===== src/rtl/alu_pkg.sv =====
// rtl/alu_pkg.sv - ALU control codes, MIPS opcode/funct constants and decoded-control struct
// Shared by the ALU control decoder and the ID/EX register stage.
package alu_pkg;

  localparam logic [3:0] ALU_AND = 4'b0000;
  localparam logic [3:0] ALU_OR  = 4'b0001;
  localparam logic [3:0] ALU_ADD = 4'b0010;
  localparam logic [3:0] ALU_XOR = 4'b0011;
  localparam logic [3:0] ALU_SLL = 4'b0100;
  localparam logic [3:0] ALU_SRL = 4'b0101;
  localparam logic [3:0] ALU_SUB = 4'b0110;
  localparam logic [3:0] ALU_SLT = 4'b0111;
  localparam logic [3:0] ALU_NOR = 4'b1100;

  localparam logic [5:0] OP_RTYPE = 6'h00;
  localparam logic [5:0] OP_BEQ   = 6'h04;
  localparam logic [5:0] OP_ADDI  = 6'h08;
  localparam logic [5:0] OP_ADDIU = 6'h09;
  localparam logic [5:0] OP_SLTI  = 6'h0A;
  localparam logic [5:0] OP_ANDI  = 6'h0C;
  localparam logic [5:0] OP_ORI   = 6'h0D;
  localparam logic [5:0] OP_XORI  = 6'h0E;
  localparam logic [5:0] OP_LUI   = 6'h0F;
  localparam logic [5:0] OP_LW    = 6'h23;
  localparam logic [5:0] OP_SW    = 6'h2B;

  localparam logic [5:0] F_SLL  = 6'h00;
  localparam logic [5:0] F_SRL  = 6'h02;
  localparam logic [5:0] F_SLLV = 6'h04;
  localparam logic [5:0] F_SRLV = 6'h06;
  localparam logic [5:0] F_ADD  = 6'h20;
  localparam logic [5:0] F_ADDU = 6'h21;
  localparam logic [5:0] F_SUB  = 6'h22;
  localparam logic [5:0] F_SUBU = 6'h23;
  localparam logic [5:0] F_AND  = 6'h24;
  localparam logic [5:0] F_OR   = 6'h25;
  localparam logic [5:0] F_XOR  = 6'h26;
  localparam logic [5:0] F_NOR  = 6'h27;
  localparam logic [5:0] F_SLT  = 6'h2A;

  typedef enum logic [1:0] {
    A_RS    = 2'd0,
    A_SHAMT = 2'd1,
    A_LUI16 = 2'd2
  } a_sel_e;

  typedef enum logic [1:0] {
    B_RT   = 2'd0,
    B_SEXT = 2'd1,
    B_ZEXT = 2'd2
  } b_sel_e;

  typedef enum logic {
    DST_RT = 1'b0,
    DST_RD = 1'b1
  } dst_sel_e;

  typedef struct packed {
    logic [3:0] alu_control;
    a_sel_e     a_sel;
    b_sel_e     b_sel;
    dst_sel_e   dst_sel;
    logic       reg_write;
    logic       mem_read;
    logic       mem_write;
    logic       branch_eq;
    logic       illegal;
  } ctrl_t;

  function automatic logic [31:0] sext16(input logic [15:0] imm);
    return {{16{imm[15]}}, imm};
  endfunction

endpackage


===== src/rtl/alu_ctrl_dec.sv =====
// rtl/alu_ctrl_dec.sv - combinational MIPS opcode/funct to ALU control and operand-select decode
// VAR_SHIFT_EN adds SLLV/SRLV; without it those functs decode as illegal.
module alu_ctrl_dec
  import alu_pkg::*;
(
  input  logic [5:0] opcode,
  input  logic [5:0] funct,
  output ctrl_t      ctrl
);

  always_comb begin
    // Unsupported encodings fall through with ADD on rs/rt and no side effects.
    ctrl.alu_control = ALU_ADD;
    ctrl.a_sel       = A_RS;
    ctrl.b_sel       = B_RT;
    ctrl.dst_sel     = DST_RT;
    ctrl.reg_write   = 1'b0;
    ctrl.mem_read    = 1'b0;
    ctrl.mem_write   = 1'b0;
    ctrl.branch_eq   = 1'b0;
    ctrl.illegal     = 1'b1;

    case (opcode)
      OP_RTYPE: begin
        ctrl.dst_sel   = DST_RD;
        ctrl.illegal   = 1'b0;
        ctrl.reg_write = 1'b1;
        case (funct)
          F_ADD, F_ADDU: ctrl.alu_control = ALU_ADD;
          F_SUB, F_SUBU: ctrl.alu_control = ALU_SUB;
          F_AND:         ctrl.alu_control = ALU_AND;
          F_OR:          ctrl.alu_control = ALU_OR;
          F_XOR:         ctrl.alu_control = ALU_XOR;
          F_NOR:         ctrl.alu_control = ALU_NOR;
          F_SLT:         ctrl.alu_control = ALU_SLT;
          F_SLL: begin
            ctrl.alu_control = ALU_SLL;
            ctrl.a_sel       = A_SHAMT;
          end
          F_SRL: begin
            ctrl.alu_control = ALU_SRL;
            ctrl.a_sel       = A_SHAMT;
          end
`ifdef VAR_SHIFT_EN
          F_SLLV:        ctrl.alu_control = ALU_SLL;
          F_SRLV:        ctrl.alu_control = ALU_SRL;
`endif
          default: begin
            ctrl.illegal   = 1'b1;
            ctrl.reg_write = 1'b0;
          end
        endcase
      end
      OP_ADDI, OP_ADDIU: begin
        ctrl.b_sel     = B_SEXT;
        ctrl.reg_write = 1'b1;
        ctrl.illegal   = 1'b0;
      end
      OP_SLTI: begin
        ctrl.alu_control = ALU_SLT;
        ctrl.b_sel       = B_SEXT;
        ctrl.reg_write   = 1'b1;
        ctrl.illegal     = 1'b0;
      end
      OP_ANDI: begin
        ctrl.alu_control = ALU_AND;
        ctrl.b_sel       = B_ZEXT;
        ctrl.reg_write   = 1'b1;
        ctrl.illegal     = 1'b0;
      end
      OP_ORI: begin
        ctrl.alu_control = ALU_OR;
        ctrl.b_sel       = B_ZEXT;
        ctrl.reg_write   = 1'b1;
        ctrl.illegal     = 1'b0;
      end
      OP_XORI: begin
        ctrl.alu_control = ALU_XOR;
        ctrl.b_sel       = B_ZEXT;
        ctrl.reg_write   = 1'b1;
        ctrl.illegal     = 1'b0;
      end
      OP_LW: begin
        ctrl.b_sel     = B_SEXT;
        ctrl.reg_write = 1'b1;
        ctrl.mem_read  = 1'b1;
        ctrl.illegal   = 1'b0;
      end
      OP_SW: begin
        ctrl.b_sel     = B_SEXT;
        ctrl.mem_write = 1'b1;
        ctrl.illegal   = 1'b0;
      end
      OP_BEQ: begin
        ctrl.alu_control = ALU_SUB;
        ctrl.branch_eq   = 1'b1;
        ctrl.illegal     = 1'b0;
      end
      OP_LUI: begin
        // lui is executed as zext(imm) << 16 on the shared shifter.
        ctrl.alu_control = ALU_SLL;
        ctrl.a_sel       = A_LUI16;
        ctrl.b_sel       = B_ZEXT;
        ctrl.reg_write   = 1'b1;
        ctrl.illegal     = 1'b0;
      end
      default: ;
    endcase
  end

endmodule


===== src/rtl/alu_decode_idex.sv =====
// rtl/alu_decode_idex.sv - MIPS ALU decode plus ID/EX pipeline register with stall, flush, illegal counter
// Optional VAR_SHIFT_EN enables SLLV/SRLV decode.
module alu_decode_idex
  import alu_pkg::*;
#(
  parameter int CNT_W = 8
) (
  input  logic             clk,
  input  logic             rst,
  input  logic             in_valid,
  input  logic [31:0]      instr,
  input  logic [31:0]      rs_data,
  input  logic [31:0]      rt_data,
  input  logic             stall,
  input  logic             flush,
  output logic             ex_valid,
  output logic [3:0]       ex_alu_control,
  output logic [31:0]      ex_op_a,
  output logic [31:0]      ex_op_b,
  output logic [4:0]       ex_dst_reg,
  output logic             ex_reg_write,
  output logic             ex_mem_read,
  output logic             ex_mem_write,
  output logic             ex_branch_eq,
  output logic             ex_illegal,
  output logic [CNT_W-1:0] illegal_count
);

  localparam logic [CNT_W-1:0] CNT_MAX = '1;
  localparam logic [CNT_W-1:0] CNT_ONE = {{(CNT_W-1){1'b0}}, 1'b1};

  ctrl_t       dec;
  logic [31:0] id_op_a;
  logic [31:0] id_op_b;
  logic [4:0]  id_dst;
  logic        id_reg_write;
  logic        unused_rs_field;

  // rs arrives already forwarded, so its register index is not needed here.
  assign unused_rs_field = ^instr[25:21];

  alu_ctrl_dec u_ctrl_dec (
    .opcode (instr[31:26]),
    .funct  (instr[5:0]),
    .ctrl   (dec)
  );

  always_comb begin
    case (dec.a_sel)
      A_SHAMT: id_op_a = {27'd0, instr[10:6]};
      A_LUI16: id_op_a = 32'd16;
      default: id_op_a = rs_data;
    endcase
    case (dec.b_sel)
      B_SEXT:  id_op_b = sext16(instr[15:0]);
      B_ZEXT:  id_op_b = {16'd0, instr[15:0]};
      default: id_op_b = rt_data;
    endcase
    id_dst       = (dec.dst_sel == DST_RD) ? instr[15:11] : instr[20:16];
    id_reg_write = dec.reg_write && (id_dst != 5'd0);
  end

  logic             ex_valid_q, ex_valid_d;
  logic [3:0]       alu_control_q, alu_control_d;
  logic [31:0]      op_a_q, op_a_d;
  logic [31:0]      op_b_q, op_b_d;
  logic [4:0]       dst_reg_q, dst_reg_d;
  logic             reg_write_q, reg_write_d;
  logic             mem_read_q, mem_read_d;
  logic             mem_write_q, mem_write_d;
  logic             branch_eq_q, branch_eq_d;
  logic             illegal_q, illegal_d;
  logic [CNT_W-1:0] illegal_count_q, illegal_count_d;

  always_comb begin
    ex_valid_d      = ex_valid_q;
    alu_control_d   = alu_control_q;
    op_a_d          = op_a_q;
    op_b_d          = op_b_q;
    dst_reg_d       = dst_reg_q;
    reg_write_d     = reg_write_q;
    mem_read_d      = mem_read_q;
    mem_write_d     = mem_write_q;
    branch_eq_d     = branch_eq_q;
    illegal_d       = illegal_q;
    illegal_count_d = illegal_count_q;

    // Flush beats stall; an empty ID slot also inserts a bubble.
    if (flush || (!stall && !in_valid)) begin
      ex_valid_d    = 1'b0;
      alu_control_d = 4'd0;
      op_a_d        = 32'd0;
      op_b_d        = 32'd0;
      dst_reg_d     = 5'd0;
      reg_write_d   = 1'b0;
      mem_read_d    = 1'b0;
      mem_write_d   = 1'b0;
      branch_eq_d   = 1'b0;
      illegal_d     = 1'b0;
    end else if (!stall) begin
      ex_valid_d    = 1'b1;
      alu_control_d = dec.alu_control;
      op_a_d        = id_op_a;
      op_b_d        = id_op_b;
      dst_reg_d     = id_dst;
      reg_write_d   = id_reg_write;
      mem_read_d    = dec.mem_read;
      mem_write_d   = dec.mem_write;
      branch_eq_d   = dec.branch_eq;
      illegal_d     = dec.illegal;
      if (dec.illegal && (illegal_count_q != CNT_MAX)) begin
        illegal_count_d = illegal_count_q + CNT_ONE;
      end
    end
  end

  always_ff @(posedge clk) begin
    if (rst) begin
      ex_valid_q      <= 1'b0;
      alu_control_q   <= 4'd0;
      op_a_q          <= 32'd0;
      op_b_q          <= 32'd0;
      dst_reg_q       <= 5'd0;
      reg_write_q     <= 1'b0;
      mem_read_q      <= 1'b0;
      mem_write_q     <= 1'b0;
      branch_eq_q     <= 1'b0;
      illegal_q       <= 1'b0;
      illegal_count_q <= '0;
    end else begin
      ex_valid_q      <= ex_valid_d;
      alu_control_q   <= alu_control_d;
      op_a_q          <= op_a_d;
      op_b_q          <= op_b_d;
      dst_reg_q       <= dst_reg_d;
      reg_write_q     <= reg_write_d;
      mem_read_q      <= mem_read_d;
      mem_write_q     <= mem_write_d;
      branch_eq_q     <= branch_eq_d;
      illegal_q       <= illegal_d;
      illegal_count_q <= illegal_count_d;
    end
  end

  assign ex_valid       = ex_valid_q;
  assign ex_alu_control = alu_control_q;
  assign ex_op_a        = op_a_q;
  assign ex_op_b        = op_b_q;
  assign ex_dst_reg     = dst_reg_q;
  assign ex_reg_write   = reg_write_q;
  assign ex_mem_read    = mem_read_q;
  assign ex_mem_write   = mem_write_q;
  assign ex_branch_eq   = branch_eq_q;
  assign ex_illegal     = illegal_q;
  assign illegal_count  = illegal_count_q;

endmodule


===== config.mk =====
export PLATFORM = sky130hd
export DESIGN_NAME = alu_decode_idex
export DESIGN_NICKNAME = d
export VERILOG_FILES = /design/src/rtl/alu_pkg.sv /design/src/rtl/alu_ctrl_dec.sv /design/src/rtl/alu_decode_idex.sv
export SDC_FILE = /design/constraint.sdc
export NUM_CORES = 1
export LEC_CHECK = 0
export CAP_MARGIN = 20
export CORE_MARGIN = 10
export CORE_UTILIZATION = 41
export DETAILED_ROUTE_END_ITERATION = 7
export GPL_TIMING_DRIVEN = 0
export PLACE_DENSITY_LB_ADDON = 0.1
export SYNTH_ARGS = -nofsm -noshare
export SYNTH_HDL_FRONTEND = slang
export SYNTH_SLANG_ARGS = --single-unit

===== constraint.sdc =====
create_clock -name clk -period 2.4 [get_ports clk]
set_input_delay 0.24 -clock clk [delete_from_list [all_inputs] [get_ports clk]]
set_output_delay 0.24 -clock clk [all_outputs]
set_load 0.01 [all_outputs]

== Word level (Yosys, flattened, before mapping) ==
Index checks and enable logic that the tools add are counted.

* Bits in registers: 87
* Bits of input ports: 101
* Output and inout bits: 87
* Word-level logic and storage cells: 73

* Add/sub/neg operators: 1
* Equality and inequality tests: 25
* Mux-type cells: 16
* Bitwise operators: 2
* Reductions and logical operators: 18

{| class="wikitable"
|+ Operators with widths
! cell !! count
|-
| case mux 32 bit (2 select lines) || 2
|-
| equality test 6 bit (second input constant) || 11
|-
| equality test 6 x 4 -> 1 bit (second input constant) || 7
|-
| case mux 4 bit (8 select lines) || 1
|-
| case mux 4 bit (7 select lines) || 1
|-
| zero test 6 bit || 2
|-
| OR reduction 11 bit || 1
|-
| OR reduction 10 bit || 1
|-
| adder 8 x 1 -> 8 bit (second input constant) || 1
|-
| != test 8 bit (second input constant) || 1
|-
| case mux 2 bit (2 select lines) || 2
|-
| OR reduction 8 bit || 1
|-
| two-way mux 1 bit || 7
|-
| equality test 6 x 2 -> 1 bit (second input constant) || 1
|-
| equality test 6 x 3 -> 1 bit (second input constant) || 1
|-
| OR reduction 2 bit || 3
|-
| two-way mux 5 bit || 1
|-
| nonzero test 5 bit || 1
|-
| OR reduction 5 bit || 1
|-
| equality test 2 x 1 -> 1 bit (second input constant) || 2
|-
| equality test 2 bit (second input constant) || 2
|-
| case mux 1 bit (2 select lines) || 2
|-
| OR reduction 4 bit || 1
|-
| logical AND 1 bit || 3
|-
| 4 further kinds || 6
|}

== Depth between registers and ports, before layout ==
* Depth after elaboration: 6
* Mapped depth: 12
* Gate-level depth less buffers: 10

== By module ==
From an unflattened synthesis, not the netlist that was laid out.

* Cells, all modules: 448
* Area total of the unflattened synthesis: 3,933.8 µm²

{| class="wikitable"
|+ Modules (own cells, without submodules)
! module !! instances !! cells an instance !! area an instance (µm²) !! seq. area each (µm²)
|-
| alu_decode_idex || 1 || 386 || 3,525.9 || 1,741.7
|-
| alu_ctrl_dec || 1 || 62 || 407.9 || 0.0
|}

== Worst setup path after synthesis ==
Ideal clock, no wire load.

* Path kind: input-to-reg
* Start: input instr[29]
* End: register op_b_q[22] (netlist: ex_op_b[22])
* Setup time: 143 ps
* Arrival time: 2,054 ps
* Data required time: 2,257 ps
* Slack: 204 ps
* Stages on the path: 10
* Path buffers: 3
* Cell sequence: clkbuf_1 nand3_1 nand2_1 nand2_1 ha_1 clkbuf_1 inv_1 a31oi_1 clkbuf_1 a221oi_1

* Cells in the longest elaborated chain, start to end: 5
* Elaborated cells on any way between the ends: 15
* Classes of those cells: eq/ne (11); mux (2); reduce/logical (2)

{| class="wikitable"
|+ RTL lines
! item !! RTL line !! RTL
|-
| start: declaration || alu_decode_idex.sv:11 || <nowiki>input logic [31:0] instr,</nowiki>
|-
| equality test 6 x 4 -> 1 bit or equality test 6 bit (tied branches) || alu_ctrl_dec.sv:23 || <nowiki>case (opcode)</nowiki>
|-
| OR reduction 5 bit (no source line) or OR reduction 4 bit (tied branches) || - ||
|-
| case mux 2 bit (2 select lines) * || alu_ctrl_dec.sv:23 ||
|-
| equality test 2 bit or equality test 2 x 1 -> 1 bit (tied branches) || alu_decode_idex.sv:54 || <nowiki>case (dec.b_sel)</nowiki>
|-
| case mux 32 bit (2 select lines) * || alu_decode_idex.sv:54 ||
|-
| end signal: assignment || alu_decode_idex.sv:134 || <nowiki>op_b_q <= op_b_d;</nowiki>
|-
| end: declaration || alu_decode_idex.sv:66 || <nowiki>logic [31:0] op_b_q, op_b_d;</nowiki>
|}

Every way passes the cells marked *; elsewhere a longest branch is shown, timed or not.
A chain may end at the register's enable or synchronous reset.

== Final worst setup path ==
* Start: input instr[26]
* End: register op_a_q[24] (netlist: ex_op_a[24])

* Cells in the longest elaborated chain, start to end: 4
* Elaborated cells on any way between the ends: 6
* Classes of those cells: eq/ne (3); mux (2); reduce/logical (1)

{| class="wikitable"
|+ RTL lines
! item !! RTL line !! RTL
|-
| equality test 6 x 4 -> 1 bit or zero test 6 bit (tied branches) || alu_ctrl_dec.sv:23 ||
|-
| case mux 2 bit (2 select lines) * || alu_ctrl_dec.sv:23 ||
|-
| equality test 2 bit or equality test 2 x 1 -> 1 bit (tied branches) || alu_decode_idex.sv:49 || <nowiki>case (dec.a_sel)</nowiki>
|-
| case mux 32 bit (2 select lines) * || alu_decode_idex.sv:49 ||
|-
| end signal: assignment || alu_decode_idex.sv:133 || <nowiki>op_a_q <= op_a_d;</nowiki>
|-
| end: declaration || alu_decode_idex.sv:65 || <nowiki>logic [31:0] op_a_q, op_a_d;</nowiki>
|}

Marks and branches as above.

==> flow_summary.toml <==
[outcome]
status = "completed"

[place]
gpl.final_weighted_congestion = 0.899
dp.final_hpwl_um = 11100
worst_case_setup_slack_after_placement_ps = -1090
buffer_ports.inserted = 179

[critical_path]
critPathMaxFanout = 10
max_stage_delay_ps = 450
worstSetupEndpointType = "register"
startpoint_type = "input pin"
timing.critical_path.slowest_stage_cell = "sky130_fd_sc_hd__clkdlybuf4s50_1"
timing_worst_setup_path_type = "input pin to register"
worstPathCellList = "clkdlybuf4s50_1 -> clkbuf_4 -> nor3_4 -> and4_1 -> and2_4 -> ha_4 -> nor2b_1 -> clkbuf_8 -> clkbuf_4 -> a22oi_1 -> nor2_1"
critical_path_arrival_ps = 2510
critical-path-top-delay-family = "buffers and inverters"
crit_path_start = "instr[26]"
path_common_cell = "sky130_fd_sc_hd__clkbuf_4"
worst_path_buffer_plus_inverter_count = 4
rr_startpoint = "illegal_count[0]"
critPathRequiredTime_ps = 2620

[logic_synthesis]
yosys-top-cells-area = "sky130_fd_sc_hd__dfxtp_1, sky130_fd_sc_hd__a221oi_1, sky130_fd_sc_hd__a22oi_1"
register_area_share_after_synthesis_pct = 43.8
synth_top_area_share_pct = 43.8
synth-warning-count = 0
synth_area_per_cell_sq_um = 8.78
synth_async_sr_flop_share_pct = 0
synth-edff-count = 0
postSynthNetCount = 559
flops_latches_synth = 87
yosys.cell_types.count = 61
yosysTopAreaCell = "sky130_fd_sc_hd__dfxtp_1"
dominantRegCellSynth = "sky130_fd_sc_hd__dfxtp_1"
post_synth_instance_area_sq_mm = 0.00398
syn-instance-count = 453

[route]
route.detailed.drc = 0
detail_route.wirelength_um = 14300
avgRoutedWirePerCell_um = 18.4
routed_via_density = 5.27
route.antenna.remaining_nets = 0
first_pass_iters = 4
initialDrtViolationCount = 353
vias = 4109

[global_routing]
first_global_vias = 4090
first_pass_grt_wire_length_um = 22500
grt_antenna_before_repair = 1
globalRoute.totalOverflow = 0
grt_max_degree = 17
total_routing_usage_gr_pct = 19.6

[sta]
finalWorstPathRequiredPeriod_ps = 2280
worst_slew_pin_slew_ps = 597
hold_violations = 0
normalized_max_slew_margin_pct = 60.2
final-setup-viol-count = 0
post-route-period-util_pct = 95.2
rsz_0062_raised_after_global_routing = "yes"
achievable-frequency_ghz = 0.438
final_skew_ps = 1.15
final.setup.worst_slack_ps = 115
maxSlewViolCount = 0

[clocking]
number_of_levels_in_the_clock_h_tree = 3
cts_tree = "built"
clkLatencyLatePin_ps = 350
clock_path_buffers = 2
cts_inserted_buffers = 9
cts_hold_buf = 0
path_clk_slew_ps = 90
clk_root_buffer_cell = "sky130_fd_sc_hd__clkbuf_8"
clock_sinks = 87

[layout]
area.growth.synth_to_final_pct = 56.5
layout_cells_sized_above_1_pct = 8.94
layout.core_utilization_pct = 66.7
nets = 750

[power_and_ir_drop]
post-layout-total-power_mw = 3.05
power.share.switching_pct = 28.1
max-vdd-ir-drop_mv = 0.263
powerDensity_mw_per_mm2 = 491
power.share.combinational_pct = 19.3
power_share_of_the_sequential_group_pct = 49.3
clkPwrFrac_pct = 31.4
power_switching_mw = 0.858
p_leak_nw = 2.27
internal_power_mw = 2.20

[min_path]
min_from = "instr[2]"
hold_path_class = "input pin to register"

[floorplanning]
starting_density_pct = 42.6
row_count = 35
core_area_sq_mm = 0.00933
io_pins = 188
fp.dieH_um = 118
die_area_sq_mm = 0.0140
die_width_um = 118

[run]
cap_viol_max_count = 0
layout by cell type, fill, tap and decap left out, types with 2 or more instances in the layout:
| cell type | instances |
|---|---|
| sky130_fd_sc_hd__clkdlybuf4s50_1 | 178 |
| sky130_fd_sc_hd__dfxtp_1 | 87 |
| sky130_fd_sc_hd__nor2_1 | 53 |
| sky130_fd_sc_hd__a22oi_1 | 32 |
| sky130_fd_sc_hd__a221oi_1 | 31 |
| sky130_fd_sc_hd__nand2_1 | 30 |
| sky130_fd_sc_hd__inv_1 | 25 |
| sky130_fd_sc_hd__clkbuf_1 | 23 |
| sky130_fd_sc_hd__nor3_1 | 22 |
| sky130_fd_sc_hd__nor2b_1 | 20 |
| sky130_fd_sc_hd__a21oi_1 | 17 |
| sky130_fd_sc_hd__clkbuf_8 | 10 |
| sky130_fd_sc_hd__mux2i_1 | 8 |
| sky130_fd_sc_hd__clkbuf_4 | 5 |
| sky130_fd_sc_hd__nand3_1 | 5 |
| sky130_fd_sc_hd__mux2_2 | 5 |
| sky130_fd_sc_hd__or4_1 | 5 |
| sky130_fd_sc_hd__nor2_2 | 4 |
| sky130_fd_sc_hd__o31ai_1 | 4 |
| sky130_fd_sc_hd__o21ai_0 | 4 |
| sky130_fd_sc_hd__nand2b_1 | 4 |
| sky130_fd_sc_hd__buf_4 | 3 |
| sky130_fd_sc_hd__o21bai_1 | 3 |
| sky130_fd_sc_hd__clkbuf_2 | 3 |
| sky130_fd_sc_hd__nand3b_1 | 3 |
| sky130_fd_sc_hd__a31oi_1 | 3 |
| sky130_fd_sc_hd__ha_1 | 3 |
| sky130_fd_sc_hd__inv_6 | 3 |
| sky130_fd_sc_hd__buf_6 | 2 |
| sky130_fd_sc_hd__buf_2 | 2 |
| sky130_fd_sc_hd__nor3b_1 | 2 |
| sky130_fd_sc_hd__and3_1 | 2 |
| sky130_fd_sc_hd__o21ai_1 | 2 |
| sky130_fd_sc_hd__mux2_1 | 2 |
| sky130_fd_sc_hd__xor2_1 | 2 |
| sky130_fd_sc_hd__a32o_1 | 2 |
| sky130_fd_sc_hd__nand4_1 | 2 |
| sky130_fd_sc_hd__ha_4 | 2 |
| sky130_fd_sc_hd__clkinv_4 | 2 |
per-stage QoR:
step	cell area, sq um	TNS [ps]	hold WS (ps)	std cells
finish	6220	0	327	779
floorplan	3980	0	384	453
global route	6220	-117	378	779
CTS	6170	0	314	776
detailed placement	5930	-46840	447	761
global placement	5930	-43500	449	761
synthesized netlist by cell type, drive strengths merged, types with 2 or more instances:
library cell / instances
dfxtp: 87
nor2: 58
a221oi: 32
a22oi: 32
clkbuf: 31
nand2: 30
inv: 25
nor3: 23
nor2b: 20
a21oi: 18
mux2i: 8
buf: 7
mux2: 7
o21ai: 7
nand3: 6
a31oi: 5
ha: 5
or4: 5
nand2b: 4
o31ai: 4
and3: 3
nand3b: 3
nor3b: 3
o21bai: 3
a32o: 2
and4bb: 2
nand4: 2
nor4b: 2
xor2: 2
worst paths after layout:
| path | to | slack [ps] | cells after the start |
|---|---|---|---|
| worst max register to register | illegal_count[5] | 530 | 6 |
| worst min-delay path | ex_op_b[2] | 330 | 3 |
| worst max-delay path | ex_op_a[24] | 120 | 11 |
| worst min register to register | ex_valid | 460 | 2 |
power groups by stage:
stage | Combinational [mW] | Sequential [mW] | Clock [mW]
2_1_floorplan | 0.234 | 1.56 | 0
3_3_place_gp | 0.562 | 1.54 | 0
3_5_place_dp | 0.571 | 1.54 | 0
4_1_cts | 0.585 | 1.51 | 0.979
5_1_grt | 0.640 | 1.51 | 1.04
6_report | 0.591 | 1.51 | 0.958
per-layer routing:
metal | GRT usage, % | up-vias | wire (um)
met5 | 0 | - | 0
met1 | 23.1 | 1919 | 6130
met2 | 32.3 | 144 | 6730
met4 | 5.95 | 0 | 228
li1 | - | 2029 | -
met3 | 7.23 | 17 | 1260
cell families (layout without fill, tap and decap cells):
logic type,count (synthesis),in the layout,synth area share (%)
simple gates,167,167,22.1
compound gates,112,112,21.1
flops,87,87,43.8
buf+inv,64,260,6.73
mux,15,15,4.00
fa+ha+maj,5,5,1.57
xor+xnor,3,3,0.661
other cells,0,1,0
repair_timing:
action                     4_1_cts  5_1_grt
buffers inserted                 0        2
cloned                           0        0
gates resized for setup         20       11
setup endpoints to repair       52       49
pin swaps                        0        2
worst min-delay path, delay by kind of cell:
kind / cells / cell delay [ps]
buf+inv: 1 / 160
simple gates: 1 / 130
compound gates: 1 / 100
area by class of cell:
| cell class | instances | area [sq um] |
|---|---|---|
| Sequential cell | 87 | 1740 |
| Buffer | 38 | 201 |
| Tap cell | 129 | 161 |
| Clock inverter | 6 | 51.3 |
| Clock buffer | 10 | 128 |
| Timing Repair Buffer | 181 | 1810 |
| Antenna cell | 1 | 2.50 |
| Inverter | 25 | 93.8 |
| Fill cell | 832 | 3100 |
| Multi-Input combinational cell | 302 | 2030 |
Power figures use the tool's default switching activity.
